--- config.mk ---
export PLATFORM = sky130hd
export DESIGN_NAME = multicycle_datapath
export DESIGN_NICKNAME = d
export VERILOG_FILES = /design/src/rtl/mcdp_pkg.sv /design/src/rtl/multicycle_datapath_alu.sv /design/src/rtl/multicycle_datapath.sv
export SDC_FILE = /design/constraint.sdc
export NUM_CORES = 2
export LEC_CHECK = 0
export ABC_CLOCK_PERIOD_IN_PS = 85800
export BUFFER_PORTS_ARGS = -buffer_cell sky130_fd_sc_hd__buf_2
export CAP_MARGIN = 15
export CELL_PAD_IN_SITES_DETAIL_PLACEMENT = 1
export CELL_PAD_IN_SITES_GLOBAL_PLACEMENT = 2
export CORE_MARGIN = 5
export CORE_UTILIZATION = 45
export DETAILED_ROUTE_END_ITERATION = 12
export PLACE_DENSITY_LB_ADDON = 0.1
export SKIP_CTS_REPAIR_TIMING = 1
export SYNTH_ARGS = -nofsm -noshare
export SYNTH_HDL_FRONTEND = slang
export SYNTH_HIERARCHICAL = 1
export SYNTH_SLANG_ARGS = --single-unit
--- constraint.sdc ---
create_clock -name clk -period 85.8 [get_ports clk]
set_input_delay 25.74 -clock clk [delete_from_list [all_inputs] [get_ports clk]]
set_output_delay 25.74 -clock clk [all_outputs]
set_load 0.02 [all_outputs]
--- src/rtl/mcdp_pkg.sv ---
// Shared types for the multi-cycle datapath.
// Phase encoding, ALU opcodes and the latched control bundle.
package mcdp_pkg;

    typedef enum logic [2:0] {
        FETCH  = 3'd0,
        DECODE = 3'd1,
        EXEC   = 3'd2,
        MEM    = 3'd3,
        WB     = 3'd4
    } phase_t;

    localparam logic [2:0] ALU_ADD = 3'b000;
    localparam logic [2:0] ALU_SUB = 3'b001;
    localparam logic [2:0] ALU_AND = 3'b010;
    localparam logic [2:0] ALU_OR  = 3'b011;
    localparam logic [2:0] ALU_XOR = 3'b100;
    localparam logic [2:0] ALU_SLT = 3'b101;
    localparam logic [2:0] ALU_SLL = 3'b110;
    localparam logic [2:0] ALU_SRL = 3'b111;

    typedef struct packed {
        logic [2:0] alu_control;
        logic       reg_write;
        logic       alu_src_a;
        logic       alu_src_b;
        logic       mem_read;
        logic       mem_write;
        logic       mem_to_reg;
        logic       lui;
        logic       branch;
        logic       br_on_zero;
        logic       br_on_gt;
    } ctrl_t;

endpackage

--- src/rtl/multicycle_datapath_alu.sv ---
// Combinational XLEN-wide ALU shared by every phase.
// Flags come straight from the operands/result.
module alu_param
    import mcdp_pkg::*;
#(
    parameter int XLEN = 32
) (
    input  logic [XLEN-1:0] a,
    input  logic [XLEN-1:0] b,
    input  logic [2:0]      op,
    output logic [XLEN-1:0] result,
    output logic            zero,
    output logic            greater
);

    localparam int SW = $clog2(XLEN);

    logic [SW-1:0] shamt;
    logic          lt;

    assign shamt = b[SW-1:0];
    assign lt    = $signed(a) < $signed(b);

    always_comb begin
        result = '0;
        unique case (op)
            ALU_ADD: result = a + b;
            ALU_SUB: result = a - b;
            ALU_AND: result = a & b;
            ALU_OR:  result = a | b;
            ALU_XOR: result = a ^ b;
            ALU_SLT: result = {{(XLEN-1){1'b0}}, lt};
            ALU_SLL: result = a << shamt;
            ALU_SRL: result = a >> shamt;
            default: result = '0;
        endcase
    end

    assign zero    = (result == '0);
    assign greater = $signed(a) > $signed(b);

endmodule

--- src/rtl/multicycle_datapath.sv ---
// Multi-cycle datapath: PC, IR, register file, ALU and phase FSM.
// Memories sit behind req/ready handshakes and may stall any phase.
module multicycle_datapath
    import mcdp_pkg::*;
#(
    parameter int              XLEN     = 32,
    parameter int              AW       = 10,
    parameter logic [XLEN-1:0] RESET_PC = '0
) (
    input  logic            clk,
    input  logic            rst,
    output logic [XLEN-1:0] instr,
    input  logic [XLEN-1:0] imm,
    input  logic [2:0]      alu_control,
    input  logic            reg_write,
    input  logic            alu_src_a,
    input  logic            alu_src_b,
    input  logic            mem_read,
    input  logic            mem_write,
    input  logic            mem_to_reg,
    input  logic            lui,
    input  logic            branch,
    input  logic            br_on_zero,
    input  logic            br_on_gt,
    output logic            imem_req,
    output logic [AW-1:0]   imem_addr,
    input  logic [XLEN-1:0] imem_rdata,
    input  logic            imem_ready,
    output logic            dmem_req,
    output logic            dmem_we,
    output logic [AW-1:0]   dmem_addr,
    output logic [XLEN-1:0] dmem_wdata,
    input  logic [XLEN-1:0] dmem_rdata,
    input  logic            dmem_ready,
    output logic [XLEN-1:0] pc,
    output logic [2:0]      phase,
    output logic            retire,
    output logic            zero,
    output logic            greater_than,
    input  logic [4:0]      dbg_addr,
    output logic [XLEN-1:0] dbg_data
);

    phase_t          state, state_next;
    ctrl_t           ctrl, ctrl_in;
    logic [XLEN-1:0] ir, a_reg, b_reg, imm_reg, alu_out, mdr;
    logic [XLEN-1:0] rf [32];
    logic [XLEN-1:0] src_a, src_b, alu_res, wb_data;
    logic            alu_zero, alu_gt, taken;
    logic            pc_inc, pc_br, rf_we;

    assign ctrl_in = '{
        alu_control: alu_control, reg_write: reg_write,
        alu_src_a: alu_src_a, alu_src_b: alu_src_b,
        mem_read: mem_read, mem_write: mem_write,
        mem_to_reg: mem_to_reg, lui: lui, branch: branch,
        br_on_zero: br_on_zero, br_on_gt: br_on_gt
    };

    assign src_a = ctrl.alu_src_a ? a_reg : pc;
    assign src_b = ctrl.alu_src_b ? imm_reg : b_reg;

    alu_param #(.XLEN(XLEN)) u_alu (
        .a       (src_a),
        .b       (src_b),
        .op      (ctrl.alu_control),
        .result  (alu_res),
        .zero    (alu_zero),
        .greater (alu_gt)
    );

    // Branch decision uses this cycle's flags, not the registered ones.
    assign taken = (ctrl.br_on_zero && alu_zero) || (ctrl.br_on_gt && alu_gt);

    always_ff @(posedge clk or posedge rst) begin
        if (rst) state <= FETCH;
        else     state <= state_next;
    end

    always_comb begin
        state_next = state;
        retire     = 1'b0;
        pc_inc     = 1'b0;
        pc_br      = 1'b0;
        rf_we      = 1'b0;
        unique case (state)
            FETCH:  if (imem_ready) state_next = DECODE;
            DECODE: state_next = EXEC;
            EXEC: begin
                if (ctrl.branch) begin
                    retire     = 1'b1;
                    pc_br      = taken;
                    pc_inc     = !taken;
                    state_next = FETCH;
                end else if (ctrl.mem_read || ctrl.mem_write) begin
                    state_next = MEM;
                end else if (ctrl.reg_write || ctrl.lui) begin
                    state_next = WB;
                end else begin
                    retire     = 1'b1;
                    pc_inc     = 1'b1;
                    state_next = FETCH;
                end
            end
            MEM: begin
                if (dmem_ready) begin
                    if (ctrl.mem_write) begin
                        retire     = 1'b1;
                        pc_inc     = 1'b1;
                        state_next = FETCH;
                    end else begin
                        state_next = WB;
                    end
                end
            end
            WB: begin
                retire     = 1'b1;
                pc_inc     = 1'b1;
                rf_we      = ctrl.reg_write || ctrl.lui;
                state_next = FETCH;
            end
            default: state_next = FETCH;
        endcase
    end

    always_ff @(posedge clk or posedge rst) begin
        if (rst) begin
            pc           <= RESET_PC;
            ir           <= '0;
            ctrl         <= '0;
            a_reg        <= '0;
            b_reg        <= '0;
            imm_reg      <= '0;
            alu_out      <= '0;
            mdr          <= '0;
            zero         <= 1'b0;
            greater_than <= 1'b0;
        end else begin
            if (state == FETCH && imem_ready) ir <= imem_rdata;
            if (state == DECODE) begin
                a_reg   <= rf[ir[19:15]];
                b_reg   <= rf[ir[24:20]];
                imm_reg <= imm;
                ctrl    <= ctrl_in;
            end
            if (state == EXEC) begin
                alu_out      <= alu_res;
                zero         <= alu_zero;
                greater_than <= alu_gt;
            end
            if (state == MEM && dmem_ready && !ctrl.mem_write) mdr <= dmem_rdata;
            if (pc_br)       pc <= imm_reg;
            else if (pc_inc) pc <= pc + 1'b1;
        end
    end

    assign wb_data = ctrl.lui ? imm_reg : (ctrl.mem_to_reg ? mdr : alu_out);

    always_ff @(posedge clk or posedge rst) begin
        if (rst) begin
            for (int i = 0; i < 32; i++) rf[i] <= '0;
        end else if (rf_we && ir[11:7] != 5'd0) begin
            rf[ir[11:7]] <= wb_data;
        end
    end

    assign instr      = ir;
    assign phase      = state;
    assign imem_req   = (state == FETCH) && !rst;
    assign imem_addr  = pc[AW-1:0];
    assign dmem_req   = (state == MEM) && !rst;
    assign dmem_we    = dmem_req && ctrl.mem_write;
    assign dmem_addr  = alu_out[AW-1:0];
    assign dmem_wdata = b_reg;
    assign dbg_data   = rf[dbg_addr];

endmodule

== Yosys cells after proc, flatten, opt, wreduce, memory -nomap -nowiden ==
Index checks and enable logic that the tools add are counted.

* Bits in registers: 1,266
* Bits of input ports: 118
* Logic and storage cells: 144

* Add/sub/neg operators: 3
* $lt $le $gt $ge: 7
* Eq/ne operators: 13
* Shift operators: 2
* Mux-type cells: 37
* Bitwise operators: 7
* Reductions and logical operators: 22

{| class="wikitable"
|+ Operator list
! operator !! count
|-
| 1024-bit bitwise mux || 1
|-
| 32-bit binary-select mux with 5-bit select || 3
|-
| 32-bit two-way mux || 13
|-
| 32-bit case mux with 8 select lines || 1
|-
| 32-bit demux with 5-bit select || 1
|-
| 32-bit by 1-bit adder with 32-bit output (second input constant) || 1
|-
| 32-bit adder || 1
|-
| 32-bit AND || 1
|-
| 32-bit greater-than comparator || 1
|-
| 32-bit zero test || 1
|-
| 32-bit < comparator || 1
|-
| 32-bit bitwise OR || 1
|-
| 32-bit by 5-bit left shift with 32-bit output || 1
|-
| 32-bit by 5-bit right shift with 32-bit output || 1
|-
| 32-bit subtractor || 1
|-
| 32-bit bitwise XOR || 1
|-
| 6-bit greater-or-equal comparator (second input constant) || 4
|-
| 5-bit inverter with 6-bit output || 4
|-
| 3-bit two-way mux || 6
|-
| 3-bit == test (second input constant) || 5
|-
| 3-bit by 2-bit == test with 1-bit output (second input constant) || 4
|-
| 3-bit case mux with 4 select lines || 1
|-
| 1-bit logical AND || 10
|-
| 1-bit two-way mux || 9
|-
| 10 further kinds || 18
|}

== Depth between registers and ports, before layout ==
* Word-level depth: 11
* Depth in mapped cells: 28

== Hierarchy ==
The synthesis kept the hierarchy.

{| class="wikitable"
|+ By module, submodules not included
! module !! instances !! cells an instance !! area each (um^2) !! seq. area each (um^2)
|-
| multicycle_datapath || 1 || 6,568 || 71,745.1 || 31,680.4
|-
| alu_param || 1 || 1,358 || 9,650.5 || 0.0
|}

== Worst setup path before layout ==
OpenSTA, ideal clock, no wires.

* Kind: input to output
* Start: input dbg_addr[0]
* End: output dbg_data[10]
* Arrival: 27.430 ns
* Data required time: 60.060 ns
* Slack: 32.630 ns
* Stages on the path: 7
* Path through: buf_2 > buf_4 > buf_4 > buf_4 > mux4_2 > mux2i_1 > a221oi_1

* Longest elaborated chain between the ends: 4

{| class="wikitable"
|+ RTL lines
! what !! RTL line !! source
|-
| start: declaration || multicycle_datapath.sv:40 || <nowiki>input logic [4:0] dbg_addr,</nowiki>
|-
| 5-bit inverter with 6-bit output (implied by the code) || multicycle_datapath.sv:175 || <nowiki>assign dbg_data = rf[dbg_addr];</nowiki>
|-
| 32-bit binary-select mux with 5-bit select || multicycle_datapath.sv:175 ||
|-
| 32-bit two-way mux (implied by the code) (2 in a row) || multicycle_datapath.sv:175 ||
|-
| end: declaration || multicycle_datapath.sv:41 || <nowiki>output logic [XLEN-1:0] dbg_data</nowiki>
|}

No other way between the ends. The select of a mux whose other input is x is not followed.

== Worst setup path in the final report ==
* Start: input dbg_addr[1]
* End: output dbg_data[29]

The elaborated chain is that of the path after synthesis.

==> impl.org <==
** Placed design
- Detailed-placement wirelength estimate :: 250000 um
- Cell count after placement :: 9934
- Input and output buffers added on the ports amount to 274.
- GPL Wtd Cong :: 1.00

** STA
- Maximum operating frequency :: 18.0 MHz
- Dividing the final minimum period by the clock period gives 0.648.
- Final Skew :: 0.0513 ns
- Setup violation total in the final timing report :: 0
- Subtracting the final worst setup slack from the clock period gives 55.57 ns.
- Unrepaired setup endpoints after global routing :: false
- Pins over their slew limit :: 0
- The hold violation total from the final report is 0.
- Final total negative setup slack :: 0 ns
- In this run the tightest slew margin relative to its limit is 0.165.
- Actual slew at the worst max-slew pin :: 1.25 ns

** Clock tree
- CTS saw 1266 sinks.
- Maximum clock insertion buffer count :: 3
- Clock-pin slew was measured on the worst setup and hold paths at 0.06 ns.
- CTS Buf Count :: 151
- Clock tree synthesis selected as its root buffer the cell sky130_fd_sc_hd__clkbuf_16.
- The later pin in the worst-skew pair is clocked with a latency of 0.83 ns.
- TritonCTS built the clock tree.
- H-Tree Depth :: 4

** Drt
- Using the TritonRoute via totals, the vias-per-cell ratio works out to 7.01.
- Remaining antenna violation count after routing :: 0
- Average wire per cell in the routed design :: 37.8 um
- Vias after detailed routing :: 71700
- Summed over all layers, the routed wires come to 387000 um.
- Detailed Route Iter0 Violations :: 8752
- Number of iterations in the first detailed-routing pass :: 6
- For this run, design rule violations remaining after detail routing come to 0.

** Min path
- Class of the tightest hold or removal check :: flop to flop
- The startpoint identified for the worst hold timing path is rf[995]$_DFFE_PP0P_.

** Global route
- Via count of the first global-routing pass :: 71200
- Number of antenna violations at the first check in global routing :: 21
- The total overflow left after global routing is 0.
- Entering global routing, the biggest net connects 137 pins.
- Global-route wire length before repair :: 547000 um
- Across every metal layer, demand over resource in global routing totals 0.399.

** Worst setup path
- Setup crit start kind :: input pin
- Among all stages on the critical path, the largest delay is contributed by sky130_fd_sc_hd__buf_4.
- RR Startpoint :: dmem_wdata[0]$_DFFE_PP0N_
- Kind of critical path :: input pin to output pin
- Ordered list of cells on the worst path :: buf_8 -> buf_4 -> buf_4 -> mux4_2 -> mux2i_1 -> a22o_1 -> a221oi_1 -> buf_2
- Endpoint class of the critical path :: output pin
- Counting stages on the worst path, the most repeated cell is sky130_fd_sc_hd__buf_4.
- Worst path required time :: 60.06 ns
- Worst-path maximum fanout :: 90
- The most critical setup path has its startpoint at dbg_addr[1].
- Highest cell delay on the worst timing path :: 0.83 ns
- For the worst setup path, the data arrival time is 29.83 ns.

** Synthesis
- For this run, the number of Yosys warnings is 6.
- Flops & latches, synth :: 1266
- When the netlist entered floorplanning its net count stood at 8144.
- Of the synthesized area, sequential elements account for 0.389.
- Async set-reset flop share out of synthesis :: 1.00
- Netlist Area Pre-Place :: 81400 um^2
- In this run the mean area of a mapped cell was 10.3 um^2.
- Synth unique cells :: 109
- After technology mapping, the gate count stands at 7926.
- For this run, the leading register cell type out of synthesis is sky130_fd_sc_hd__dfrtp_1.
- In this run, synthesis inferred 0 flip-flops with an integrated enable.

** Floorplanning
- Pin placement for this block handled 275 I/O pins.
- The initial utilization of the core area, before any placement, comes to 0.451.
- Horizontal extent of the die :: 435 um
- DIE AREA :: 189000 um^2
- The die is 435 um tall.
- The core region is 180000 um^2.
- The initialized floorplan defines 156 standard-cell rows.

** Finish
- The layout has 19500 filler cells.
- Most frequent standard cell in the layout excluding fill and tap cells :: sky130_fd_sc_hd__dfrtp_1
- Register with the most flip-flops :: rf
- Final net count :: 7936
- The sequential cells in the finished layout cover a total of 31700 um^2.
- In the layout the commonest cells are sky130_fd_sc_hd__dfrtp_1, sky130_fd_sc_hd__nand2_1, sky130_fd_sc_hd__o21ai_0.
- Area Overhead vs Synth :: 10.0%
- Area of the multi-input gates :: 46000 um^2
- The finished layout holds 10200 standard cells, fillers aside.
- Share of layout cells above drive strength 1 :: 0.212
- Largest register FFs :: 1024

** Power
- The completed layout was analyzed and its total power is 3750 uW.
- In this run the power density over the cells is 41.9 nW/um^2.
- Peak supply drop :: 0.0266 mV
- The analysis attributes to cell leakage a power of 0.0374 uW.

** Flow run
- Max-cap violations in this run came to 0.

** Run status
- The flow ran to the end, and the final reports show no timing, DRC or antenna violations.
metal layers:
layer / up-vias / wire, um / track usage
li1: 29100 / - / -
met3: 1007 / 37600 / 0.0947
met5: - / 122 / 0
met1: 37400 / 156000 / 0.539
met2: 4230 / 169000 / 0.593
met4: 20 / 25200 / 0.220
final timing paths:
| kind | end | slack, ns | cells after the start |
|---|---|---|---|
| min in group asynchronous | instr[29]$_DFFE_PP0P_ | 25.00 | 2 |
| min | rf[995]$_DFFE_PP0P_ | 0.42 | 0 |
| min reg2reg | rf[995]$_DFFE_PP0P_ | 0.42 | 0 |
| max in group asynchronous | rf[392]$_DFFE_PP0P_ | 56.30 | 7 |
| max | dbg_data[29] | 30.23 | 8 |
| max reg2reg | pc[4]$_DFFE_PP0P_ | 76.66 | 19 |
final cells by class:
cell class / count / share of cell area
Antenna cell: 17 / 0.000475
Clock buffer: 216 / 0.0493
Clock inverter: 62 / 0.0109
Inverter: 101 / 0.00432
Multi-Input combinational cell: 5718 / 0.514
Sequential cell: 1266 / 0.354
Tap cell: 2370 / 0.0331
Timing Repair Buffer: 480 / 0.0337
metrics by stage:
stage | hold slack, ns | cell area [um^2] | util | worst slack [ns]
after floorplan | 0.438 | 81400 | - | 24.38
after detailed placement | 0.411 | 84100 | 0.466 | 30.25
after global routing | 0.433 | 89500 | 0.496 | 30.02
final | 0.425 | 89500 | 0.497 | 30.23
after CTS | 0.424 | 89500 | 0.496 | 30.24
after global placement | 0.404 | 84100 | 0.466 | 30.33
worst max-delay path, delay by kind of cell:
| kind | cells | cell delay (ns) |
|---|---|---|
| buffers and inverters | 4 | 2.42 |
| AO/OA/AOI/OAI | 2 | 1.03 |
| multiplexers | 2 | 0.42 |
cell usage after synthesis, types with 107 or more instances:
cell	number	area, um^2
sky130_fd_sc_hd__mux2i_1	706	7070
sky130_fd_sc_hd__buf_2	236	1180
sky130_fd_sc_hd__mux4_2	540	12200
sky130_fd_sc_hd__clkbuf_1	486	1820
sky130_fd_sc_hd__a22oi_1	202	1520
sky130_fd_sc_hd__o21ai_0	761	3810
sky130_fd_sc_hd__mux2_2	223	2510
sky130_fd_sc_hd__dfrtp_1	1266	31700
sky130_fd_sc_hd__o21ai_1	361	1810
sky130_fd_sc_hd__a211oi_1	107	803
sky130_fd_sc_hd__nor2_1	232	871
sky130_fd_sc_hd__a21oi_1	240	1200
sky130_fd_sc_hd__nand2_1	1246	4680
logic make-up after synthesis:
logic type,after synthesis,synth area share
flops,1266,0.389
compound gates,2157,0.165
mux,1470,0.267
fa+ha+maj,101,0.0157
buf+inv,942,0.0512
simple gates,1948,0.107
xor+xnor,42,0.00452
power breakdown:
part / switching, uW / internal [uW] / total (uW) / leakage, uW
Clock: 281 / 420 / 701 / 0.00264
Combinational: 1430 / 695 / 2130 / 0.0176
Sequential: 212 / 709 / 921 / 0.0172
No activity file was read; power rests on OpenSTA's default activity.
